--- src/rtl/endec_axis_host_pkg.sv ---
// Shared constants and types for the convolutional codec AXI4-Stream host.
// Holds the job geometry (polynomial width, beat count), the config-beat
// layout, the error code encodings and the host FSM state type.
package endec_axis_host_pkg;

  localparam int unsigned MAX_CONSTRAINT_LENGTH = 9;
  localparam int unsigned MAX_CODE_RATE         = 3;
  localparam int unsigned POLY_W                = MAX_CONSTRAINT_LENGTH * MAX_CODE_RATE;

  // Both the request data packet and the result packet are this many beats.
  localparam int unsigned BEAT_COUNT    = 8;
  // Config beat layout: polynomials in the low bits, code rate above them.
  localparam int unsigned CONF_RATE_BIT = 27;

  localparam int unsigned ENC_IN_W  = 128;
  localparam int unsigned DEC_IN_W  = 384;
  localparam int unsigned ENC_OUT_W = 384;
  localparam int unsigned DEC_OUT_W = 128;

  localparam logic [1:0] ERR_NONE    = 2'b00;
  localparam logic [1:0] ERR_SHORT   = 2'b01;
  localparam logic [1:0] ERR_LONG    = 2'b10;
  localparam logic [1:0] ERR_TIMEOUT = 2'b11;

  typedef enum logic [2:0] {
    StIdle,
    StTxConf,
    StTxData,
    StRxResp,
    StDrain,
    StDone
  } state_t;

endpackage

--- src/rtl/endec_resp_timer.sv ---
// Result-stream idle timer.
// Counts cycles while count_en is high and clear is low; saturates at
// RESP_TIMEOUT and raises expired while the count sits there.
//   clk, rst  : clock, asynchronous active-high reset
//   clear     : synchronous return to zero (wins over count_en)
//   count_en  : advance the count this cycle
//   expired   : count has reached RESP_TIMEOUT
module endec_resp_timer #(
  parameter int unsigned RESP_TIMEOUT = 65535
) (
  input  logic clk,
  input  logic rst,
  input  logic clear,
  input  logic count_en,
  output logic expired
);

  localparam int unsigned CntW = $clog2(RESP_TIMEOUT + 1);

  logic [CntW-1:0] count_q;

  assign expired = (count_q == CntW'(RESP_TIMEOUT));

  always_ff @(posedge clk or posedge rst) begin
    if (rst) begin
      count_q <= '0;
    end else if (clear) begin
      count_q <= '0;
    end else if (count_en && !expired) begin
      count_q <= count_q + CntW'(1);
    end
  end

endmodule

--- src/rtl/endec_axis_host.sv ---
// Host-side AXI4-Stream initiator for the convolutional codec wrapper.
// Takes one job on a parallel port, sends a 1-beat config packet and an
// 8-beat data packet on m_axis, collects the 8-beat result packet on s_axis
// and presents encoded/decoded data with a one-cycle o_done pulse.
//   sys_clk, rst                : clock, asynchronous active-high reset
//   i_start + i_* job inputs    : job request, sampled only while o_busy=0
//   m_axis_*                    : request stream (config, then data)
//   s_axis_*                    : result stream
//   o_encoder_data/o_decoder_data, o_err, o_err_code : results, held until next o_done
//   o_busy, o_done              : job in progress / job finished pulse
module endec_axis_host
  import endec_axis_host_pkg::*;
#(
  parameter int unsigned DATA_W       = 64,
  parameter int unsigned RESP_TIMEOUT = 65535
) (
  input  logic                 sys_clk,
  input  logic                 rst,
  input  logic                 i_start,
  input  logic                 i_code_rate,
  input  logic [POLY_W-1:0]    i_gen_poly_flat,
  input  logic [ENC_IN_W-1:0]  i_encoder_data_frame,
  input  logic [DEC_IN_W-1:0]  i_decoder_data_frame,
  output logic                 o_busy,
  output logic [DATA_W-1:0]    m_axis_tdata,
  output logic                 m_axis_tvalid,
  output logic                 m_axis_tlast,
  input  logic                 m_axis_tready,
  input  logic [DATA_W-1:0]    s_axis_tdata,
  input  logic                 s_axis_tvalid,
  input  logic                 s_axis_tlast,
  output logic                 s_axis_tready,
  output logic [ENC_OUT_W-1:0] o_encoder_data,
  output logic [DEC_OUT_W-1:0] o_decoder_data,
  output logic                 o_done,
  output logic                 o_err,
  output logic [1:0]           o_err_code
);

  localparam int unsigned FrameW = BEAT_COUNT * DATA_W;

  state_t              state_q, state_d;
  logic [2:0]          beat_q, beat_d;
  logic [FrameW-1:0]   pay_q, pay_d;    // outgoing payload, current beat at the top
  logic [FrameW-1:0]   resp_q, resp_d;  // result packet, filled MSB-first
  logic [1:0]          code_q, code_d;  // error code of the job in flight
  logic [DATA_W-1:0]   tdata_q, tdata_d;
  logic                tlast_q, tlast_d;
  logic                tvalid_q, tready_q, busy_q, done_q, err_q;
  logic [1:0]          err_code_q;
  logic [ENC_OUT_W-1:0] enc_q;
  logic [DEC_OUT_W-1:0] dec_q;
  logic                start_job, finish;
  logic                m_hs, s_hs, expired;

  assign m_hs = tvalid_q & m_axis_tready;
  assign s_hs = tready_q & s_axis_tvalid;

  endec_resp_timer #(
    .RESP_TIMEOUT (RESP_TIMEOUT)
  ) u_resp_timer (
    .clk      (sys_clk),
    .rst      (rst),
    .clear    ((state_q != StRxResp) || s_hs),
    .count_en (state_q == StRxResp),
    .expired  (expired)
  );

  always_comb begin
    state_d   = state_q;
    beat_d    = beat_q;
    pay_d     = pay_q;
    resp_d    = resp_q;
    code_d    = code_q;
    tdata_d   = tdata_q;
    tlast_d   = tlast_q;
    start_job = 1'b0;
    finish    = 1'b0;
    unique case (state_q)
      StIdle, StDone: begin
        // DONE already has o_busy low, so a new job can start right there.
        if (state_q == StDone) state_d = StIdle;
        if (i_start) begin
          start_job = 1'b1;
          state_d   = StTxConf;
          pay_d     = {i_decoder_data_frame, i_encoder_data_frame};
          resp_d    = '0;
          code_d    = ERR_NONE;
          beat_d    = '0;
          tdata_d   = '0;
          tdata_d[POLY_W-1:0]   = i_gen_poly_flat;
          tdata_d[CONF_RATE_BIT] = i_code_rate;
          tlast_d   = 1'b1;
        end
      end
      StTxConf: begin
        if (m_hs) begin
          state_d = StTxData;
          beat_d  = '0;
          tdata_d = pay_q[FrameW-1 -: DATA_W];
          tlast_d = 1'b0;
        end
      end
      StTxData: begin
        if (m_hs) begin
          pay_d   = pay_q << DATA_W;
          tdata_d = pay_d[FrameW-1 -: DATA_W];
          tlast_d = (beat_q == 3'd6);
          if (beat_q == 3'd7) begin
            state_d = StRxResp;
            beat_d  = '0;
            tlast_d = 1'b0;
          end else begin
            beat_d = beat_q + 3'd1;
          end
        end
      end
      StRxResp: begin
        if (s_hs) begin
          resp_d[(3'd7 - beat_q) * DATA_W +: DATA_W] = s_axis_tdata;
          if (s_axis_tlast) begin
            finish  = 1'b1;
            state_d = StDone;
            code_d  = (beat_q == 3'd7) ? ERR_NONE : ERR_SHORT;
          end else if (beat_q == 3'd7) begin
            state_d = StDrain;
            code_d  = ERR_LONG;
          end else begin
            beat_d = beat_q + 3'd1;
          end
        end else if (expired) begin
          finish  = 1'b1;
          state_d = StDone;
          code_d  = ERR_TIMEOUT;
        end
      end
      StDrain: begin
        if (s_hs && s_axis_tlast) begin
          finish  = 1'b1;
          state_d = StDone;
        end
      end
      default: state_d = StIdle;
    endcase
  end

  always_ff @(posedge sys_clk or posedge rst) begin
    if (rst) begin
      state_q    <= StIdle;
      beat_q     <= '0;
      pay_q      <= '0;
      resp_q     <= '0;
      code_q     <= ERR_NONE;
      tdata_q    <= '0;
      tlast_q    <= 1'b0;
      tvalid_q   <= 1'b0;
      tready_q   <= 1'b0;
      busy_q     <= 1'b0;
      done_q     <= 1'b0;
      err_q      <= 1'b0;
      err_code_q <= ERR_NONE;
      enc_q      <= '0;
      dec_q      <= '0;
    end else begin
      state_q  <= state_d;
      beat_q   <= beat_d;
      pay_q    <= pay_d;
      resp_q   <= resp_d;
      code_q   <= code_d;
      tdata_q  <= tdata_d;
      tlast_q  <= tlast_d;
      // Stream/status flags are flopped from the next state so they are
      // glitch-free and independent of the same-cycle ready inputs.
      tvalid_q <= (state_d == StTxConf) || (state_d == StTxData);
      tready_q <= (state_d == StRxResp) || (state_d == StDrain);
      busy_q   <= (state_d != StIdle) && (state_d != StDone);
      done_q   <= finish;
      if (start_job) begin
        err_q      <= 1'b0;
        err_code_q <= ERR_NONE;
      end
      if (finish) begin
        enc_q      <= resp_d[ENC_OUT_W-1:0];
        dec_q      <= resp_d[FrameW-1 -: DEC_OUT_W];
        err_q      <= (code_d != ERR_NONE);
        err_code_q <= code_d;
      end
    end
  end

  assign o_busy         = busy_q;
  assign m_axis_tdata   = tdata_q;
  assign m_axis_tvalid  = tvalid_q;
  assign m_axis_tlast   = tlast_q;
  assign s_axis_tready  = tready_q;
  assign o_encoder_data = enc_q;
  assign o_decoder_data = dec_q;
  assign o_done         = done_q;
  assign o_err          = err_q;
  assign o_err_code     = err_code_q;

endmodule

--- config.mk ---
export PLATFORM = sky130hd
export DESIGN_NAME = endec_axis_host
export DESIGN_NICKNAME = d
export VERILOG_FILES = /design/src/rtl/endec_axis_host_pkg.sv /design/src/rtl/endec_resp_timer.sv /design/src/rtl/endec_axis_host.sv
export SDC_FILE = /design/constraint.sdc
export NUM_CORES = 2
export LEC_CHECK = 0
export ABC_CLOCK_PERIOD_IN_PS = 152600
export BUFFER_PORTS_ARGS = -buffer_cell sky130_fd_sc_hd__buf_2
export CORE_AREA = 2 2 459 461
export DETAILED_ROUTE_END_ITERATION = 10
export DIE_AREA = 0 0 461 463
export MAX_ROUTING_LAYER = met4
export PLACE_DENSITY = 0.56
export SETUP_SLACK_MARGIN = 0.05
export SLEW_MARGIN = 20
export SYNTH_ARGS = -nofsm -noshare
export SYNTH_HDL_FRONTEND = slang
export SYNTH_SLANG_ARGS = --single-unit
--- constraint.sdc ---
create_clock -name sys_clk -period 152.6 [get_ports sys_clk]
set_clock_uncertainty 0.1 [all_clocks]
set_input_delay 22.89 -clock sys_clk [delete_from_list [all_inputs] [get_ports sys_clk]]
set_output_delay 22.89 -clock sys_clk [all_outputs]
set_load 0.05 [all_outputs]
======== Word level (Yosys, flattened, before mapping) ========
Index checks and enable logic that the tools add are counted.
storage, ports and cells
  register bits after elaboration ......... 1,632
  bits of input ports ..................... 610
  word-level logic and storage cells ...... 118
cells by class
  add/sub/neg operators ................... 4
  equality and inequality tests ........... 20
  shift operators ......................... 2
  muxes and demuxes ....................... 55
  bitwise gates (word level) .............. 2
  reductions and logical operators ........ 19
operators with widths
  operator                                                  count
  two-way mux 512 bit                                       4
  one-hot mux 512 bit (2 select lines)                      2
  bitwise mux 512 bit                                       1
  variable shift 64 x 34 -> 512 bit (first input constant)  1
  variable part select 64 x 34 -> 512 bit                   1
  two-way mux 64 bit                                        3
  one-hot mux 64 bit (3 select lines)                       1
  two-way mux 3 bit                                         17
  negator 32 -> 34 bit                                      1
  two-way mux 16 bit                                        2
  adder 16 x 1 -> 16 bit (second input constant)            1
  == test 16 bit (second input constant)                    1
  == test 3 bit (second input constant)                     5
  one-hot mux 3 bit (5 select lines)                        1
  two-way mux 2 bit                                         7
  two-way mux 1 bit                                         13
  == test 3 x 2 -> 1 bit (second input constant)            4
  inequality test 2 bit (second input constant)             6
  one-hot mux 3 bit (4 select lines)                        1
  nonzero test 2 bit                                        4
  AND reduction 7 bit                                       1
  == test 3 x 1 -> 1 bit (second input constant)            2
  nonzero test 3 bit                                        2
  one-hot mux 2 bit (2 select lines)                        1
  other kinds (15)                                          20

======== Depth between registers and ports, before layout ========
  word-level depth ........................ 7
  gate-level depth with buffers ........... 10
  mapped depth without buffers ............ 7

======== Hierarchy ========
Synthesis repeated with hierarchy kept, for this count alone.
unflattened totals
  cell total of the unflattened synthesis .. 5,626
  area, all modules ....................... 65,210.0 um2
by module, submodules not included
  module            instances  cells each  area an instance (um2)  seq. area each (um2)
  endec_axis_host   1          5,527       64,284.2                40,438.8
  endec_resp_timer  1          99          925.9                   400.4

======== Worst setup path before layout ========
Ideal clock, no wire load.
  path type ............................... in2reg
  start point ............................. input port i_start
  end point ............................... register dec_q[101], in the netlist o_decoder_data[101]
  arrival time ............................ 24.506 ns
  data required time ...................... 152.373 ns
  slack ................................... 127.867 ns
  cell stages on the path ................. 6
  buffers on the path ..................... 1
  cell sequence ........................... nand2b_1 o311ai_2 o21ai_2 clkbuf_1 a22o_1 mux2_1
between the ends
  word-level cells in the longest chain between the ends .. 2
ends and longest elaborated chain
  what                                  line                    text
  start: declaration                    endec_axis_host.sv:19   input logic i_start,
  two-way mux 512 bit                   endec_axis_host.sv:83   if (i_start) begin
  one-hot mux 512 bit (2 select lines)  endec_axis_host.sv:79   unique case (state_q)
  net resp_d[485]                       endec_axis_host.sv:45   logic [FrameW-1:0] resp_q, resp_d;
  end signal: assignment                endec_axis_host.sv:184  dec_q <= resp_d[FrameW-1 -: DEC_OUT_W];
  end: declaration                      endec_axis_host.sv:52   logic [DEC_OUT_W-1:0] dec_q;
The timed path passes the listed nets, and every way through them passes these cells.
A chain may end at the register's enable or synchronous reset.

======== Final worst setup path ========
  start point ............................. input port s_axis_tvalid
  end point ............................... register enc_q[185], in the netlist o_encoder_data[185]
between the ends
  word-level cells in the longest chain between the ends .. 4
  elaborated cells between the ends (all ways) .. 7
ends and longest elaborated chain
  what                                line                    text
  start: declaration                  endec_axis_host.sv:30   input logic s_axis_tvalid,
  AND 1 bit (*)                       endec_axis_host.sv:57   assign s_hs = tready_q & s_axis_tvalid;
  logical AND 1 bit                   endec_axis_host.sv:138  if (s_hs && s_axis_tlast) begin
  two-way mux 1 bit                   endec_axis_host.sv:138
  one-hot mux 1 bit (2 select lines)  endec_axis_host.sv:79
  end signal: assignment              endec_axis_host.sv:183  enc_q <= resp_d[ENC_OUT_W-1:0];
  end: declaration                    endec_axis_host.sv:51   logic [ENC_OUT_W-1:0] enc_q;
Every way passes the cells marked *; elsewhere a longest branch is shown, timed or not.

==> impl_results.md <==
* Cell Count, Final, Fillers Out at 9500
* Final ANT Viol Nets at 0
* Worst hold endpoint: pay_q[54]
* Max Fclk at between 30 and 40 MHz
* Routed wire length at around 240 mm
* Number of different library cells in the post-synthesis netlist at 57
* Worst-path clk slew at 0.06 ns
* Fin crit period at 28.78 ns
* Worst IR Drop VDD at about 0.000015 V
* Ys async rst share at 1.00
* Vias in the first global route at around 47000
* Sequential share of the synthesized area at 0.637
* Reg2reg end: o_encoder_data[185]
* Yosys warning count at 0
* Reg2reg start: state_q[0]
* Final WS setup at between 100 and 150 ns
* Critical Path AT at between 20 and 30 ns
* Die area at 213000 um2
* PostCTS Resize Cnt at 0
* Routability cong. at approximately 0.9
* Post-Syn Nets at approximately 6000
* Clk root buf: clkbuf_16
* Synthesis-to-finish area growth at 22.7%
* Setup TNS at 0 ns
* CTS tree: built
* Nets at approximately 7100
* Critical Path Start Type: input pin
* Number of flops mapped to enable cells by yosys at 0
* Area leader, netlist: dfrtp_1
* Fill count at roughly 21000
* CP most frequent cell: buf_4
* Cell Area, Synth at around 64000 um2
* Reg2Reg Setup Slack at 145.32 ns
* CP Cell Sequence: buf_2 > nand2_1 > nand2_1 > o21ai_4 > buf_4 > buf_4 > buf_12 > buf_4 > buf_4 > buf_4 > mux2_2
* Vias at 48300
* Clk buf depth at 3
* Largest net degree at the start of global routing at about 250
* GRT Max-Usage Layer: met2
* Register-to-Register Path Depth at 10
* Final-report max-slew violation count at 0
* Post CTS Setup Buffer Count at 0
* Chip width at approximately 460 um
* Share of cells above drive strength 1 at 0.309
* Seq cells post-synth at 1632
* RSZ-0062 raised after global routing: no
* I/O Buffers at between 1000 and 1500
* Final setup violation count at 0
* Tcrit/Tclk final at 0.189
* CP required at 153.20 ns
* Hold-fix buffers, CTS at 0
* WHS Path Cells at 2
* Synth top area cells: dfrtp_1 (64%), mux2_2 (8.3%), a22o_1 (7.0%)
* Rel. slew slack at 0.284
* Post-Syn Area per Cell at approximately 12 um2
* Worst hold path type: register to register
* Power per cell area at ~19 nW/um2
* Mapped Cells at ~5500
* Residual DRC at 0
* Htree depth at 4
* Wire length per cell at 25.4 um
* Initial Utilization at 0.307
* Vias/cell at slightly above 5
* Beginning of the worst hold path: pay_q[54]
* Met2 GRT Util at 0.318
* Site row count at 168
* Residual overflow from global routing at 0
* Max-cap violation count at 0
* GRT Total Usage at 0.227
* Met1 Use GR at 0.312
* Post-Place Setup Slack at between 100 and 150 ns
* Initial antenna violation count at 96
* Clock buffer count from CTS at approximately 180
* Critical path type: input pin to register
* Top FF cell, synth: dfrtp_1
* Crit-path max cell delay at between 0.8 and 0.9 ns
* Io pins at between 1000 and 1500
* CORE AREA at roughly 210000 um2
* Leak at 0.0390 uW
* Crit end category: register
* Most frequent cells in the layout: dfrtp_1 (1632), buf_2 (1193), nand2_1 (1054)
* Placed Instances at 9104
* Outcome: complete, no violations
* Dpl hpwl at approximately 170 mm
* Crit path from: s_axis_tvalid
* First-pass GRT wire length at 345 mm
* Pre-Repair DR Iteration Count at 6
* Top cell type's share of synthesized area at 0.637
* Global-route met3 utilization at 0.0458
* Crit path max fanout at approximately 150
* Final hold vios at 0
* Slowest CP cell: buf_4
* Slew @ Worst Pin at around 1.1 ns
* Clock sinks at between 1500 and 2000
* 1st-iter DRT viols at 4581
* Clock latency on the worst-skew pair at 0.84 ns
* Most common cell after layout, fill and taps aside: dfrtp_1
* Die H at 463 um
-- power by group --
group	internal (uW)	switching (uW)	leakage [uW]
combinational	126	348	0.0149
clock	256	188	0.00291
sequential	524	56.5	0.0212
-- per-stage QoR --
step           total power (uW)  hold WS, ns  cell area, um2  utilization
4_1_cts                    1510        0.383           78400        0.376
3_3_place_gp               1050        0.360           72400        0.347
2_1_floorplan               894        0.350           64100            -
6_report                   1500        0.377           78700        0.377
3_5_place_dp               1060        0.369           72400        0.347
5_1_grt                    1580        0.397           78700        0.377
-- final cells by class --
type	count	area (um2)	share of cell area
diodes	73	183	0.00232
clock buffers	257	5030	0.0640
clock inverters	64	1010	0.0129
inverters	6	30.0	0.000382
multi-input cells	3392	21400	0.272
flip-flops and latches	1632	40800	0.519
well taps	2805	3510	0.0446
repair buffers	1271	6690	0.0850
-- critical path: cells and delay by family --
kind | cells | cell delay, ns
AOI/OAI and AO/OA | 1 | 0.28
muxes | 1 | 0.41
buffers and inverters | 7 | 4.57
and+or+nand+nor | 2 | 0.90
-- registers in the layout (all words and copies together), names as in the netlist, 3 cells and up --
register              count
pay_q                   512
o_decoder_data          128
resp_q                  512
u_resp_timer.count_q     16
m_axis_tdata             64
state_q                   3
beat_q                    3
o_encoder_data          384
-- kinds of logic (layout without fill, tap and decap cells) --
logic type	Yosys count	in the layout	synth area share
AOI/OAI and AO/OA	1192	1192	0.135
xor gates and xnor gates	13	13	0.00178
adders and majority gates	4	4	0.000781
buffers and inverters	484	1598	0.0325
DFF	1632	1632	0.637
muxes	518	518	0.0909
other	0	73	0
and+or+nand+nor	1665	1665	0.102
-- cells in the mapped netlist, types with 7 or more instances --
cell type and count:
mux2_2 471, buf_1 64, a22o_1 514, a21oi_1 64, mux2_1 44, dfrtp_1 1632, o21ai_2 8, clkbuf_1 338
nand3_1 7, and2_1 29, nor3_1 16, buf_4 31, o21ai_0 98, nor2_1 518, nand2_1 1054, a221oi_1 29
nand4_1 7, a31oi_1 459, buf_2 30, buf_6 15, xor2_1 7
-- per-layer routing --
metal / up-vias / wire length, um
li1: 21300 / -
met1: 24800 / 109000
met2: 1792 / 105000
met3: 376 / 16200
met4: 0 / 12100
met5: - / 0
-- how the worst max path moves through the flow --
stage | end | slack [ns] | cells after the start
after floorplan | beat_q[0] | 83.56 | 1
after global placement | o_encoder_data[169] | 122.98 | 11
after detailed placement | o_encoder_data[185] | 122.92 | 11
after CTS | o_encoder_data[176] | 123.83 | 11
after global routing | o_encoder_data[106] | 123.42 | 11
final | o_encoder_data[185] | 123.82 | 11
No activity file was read; power rests on OpenSTA's default activity.
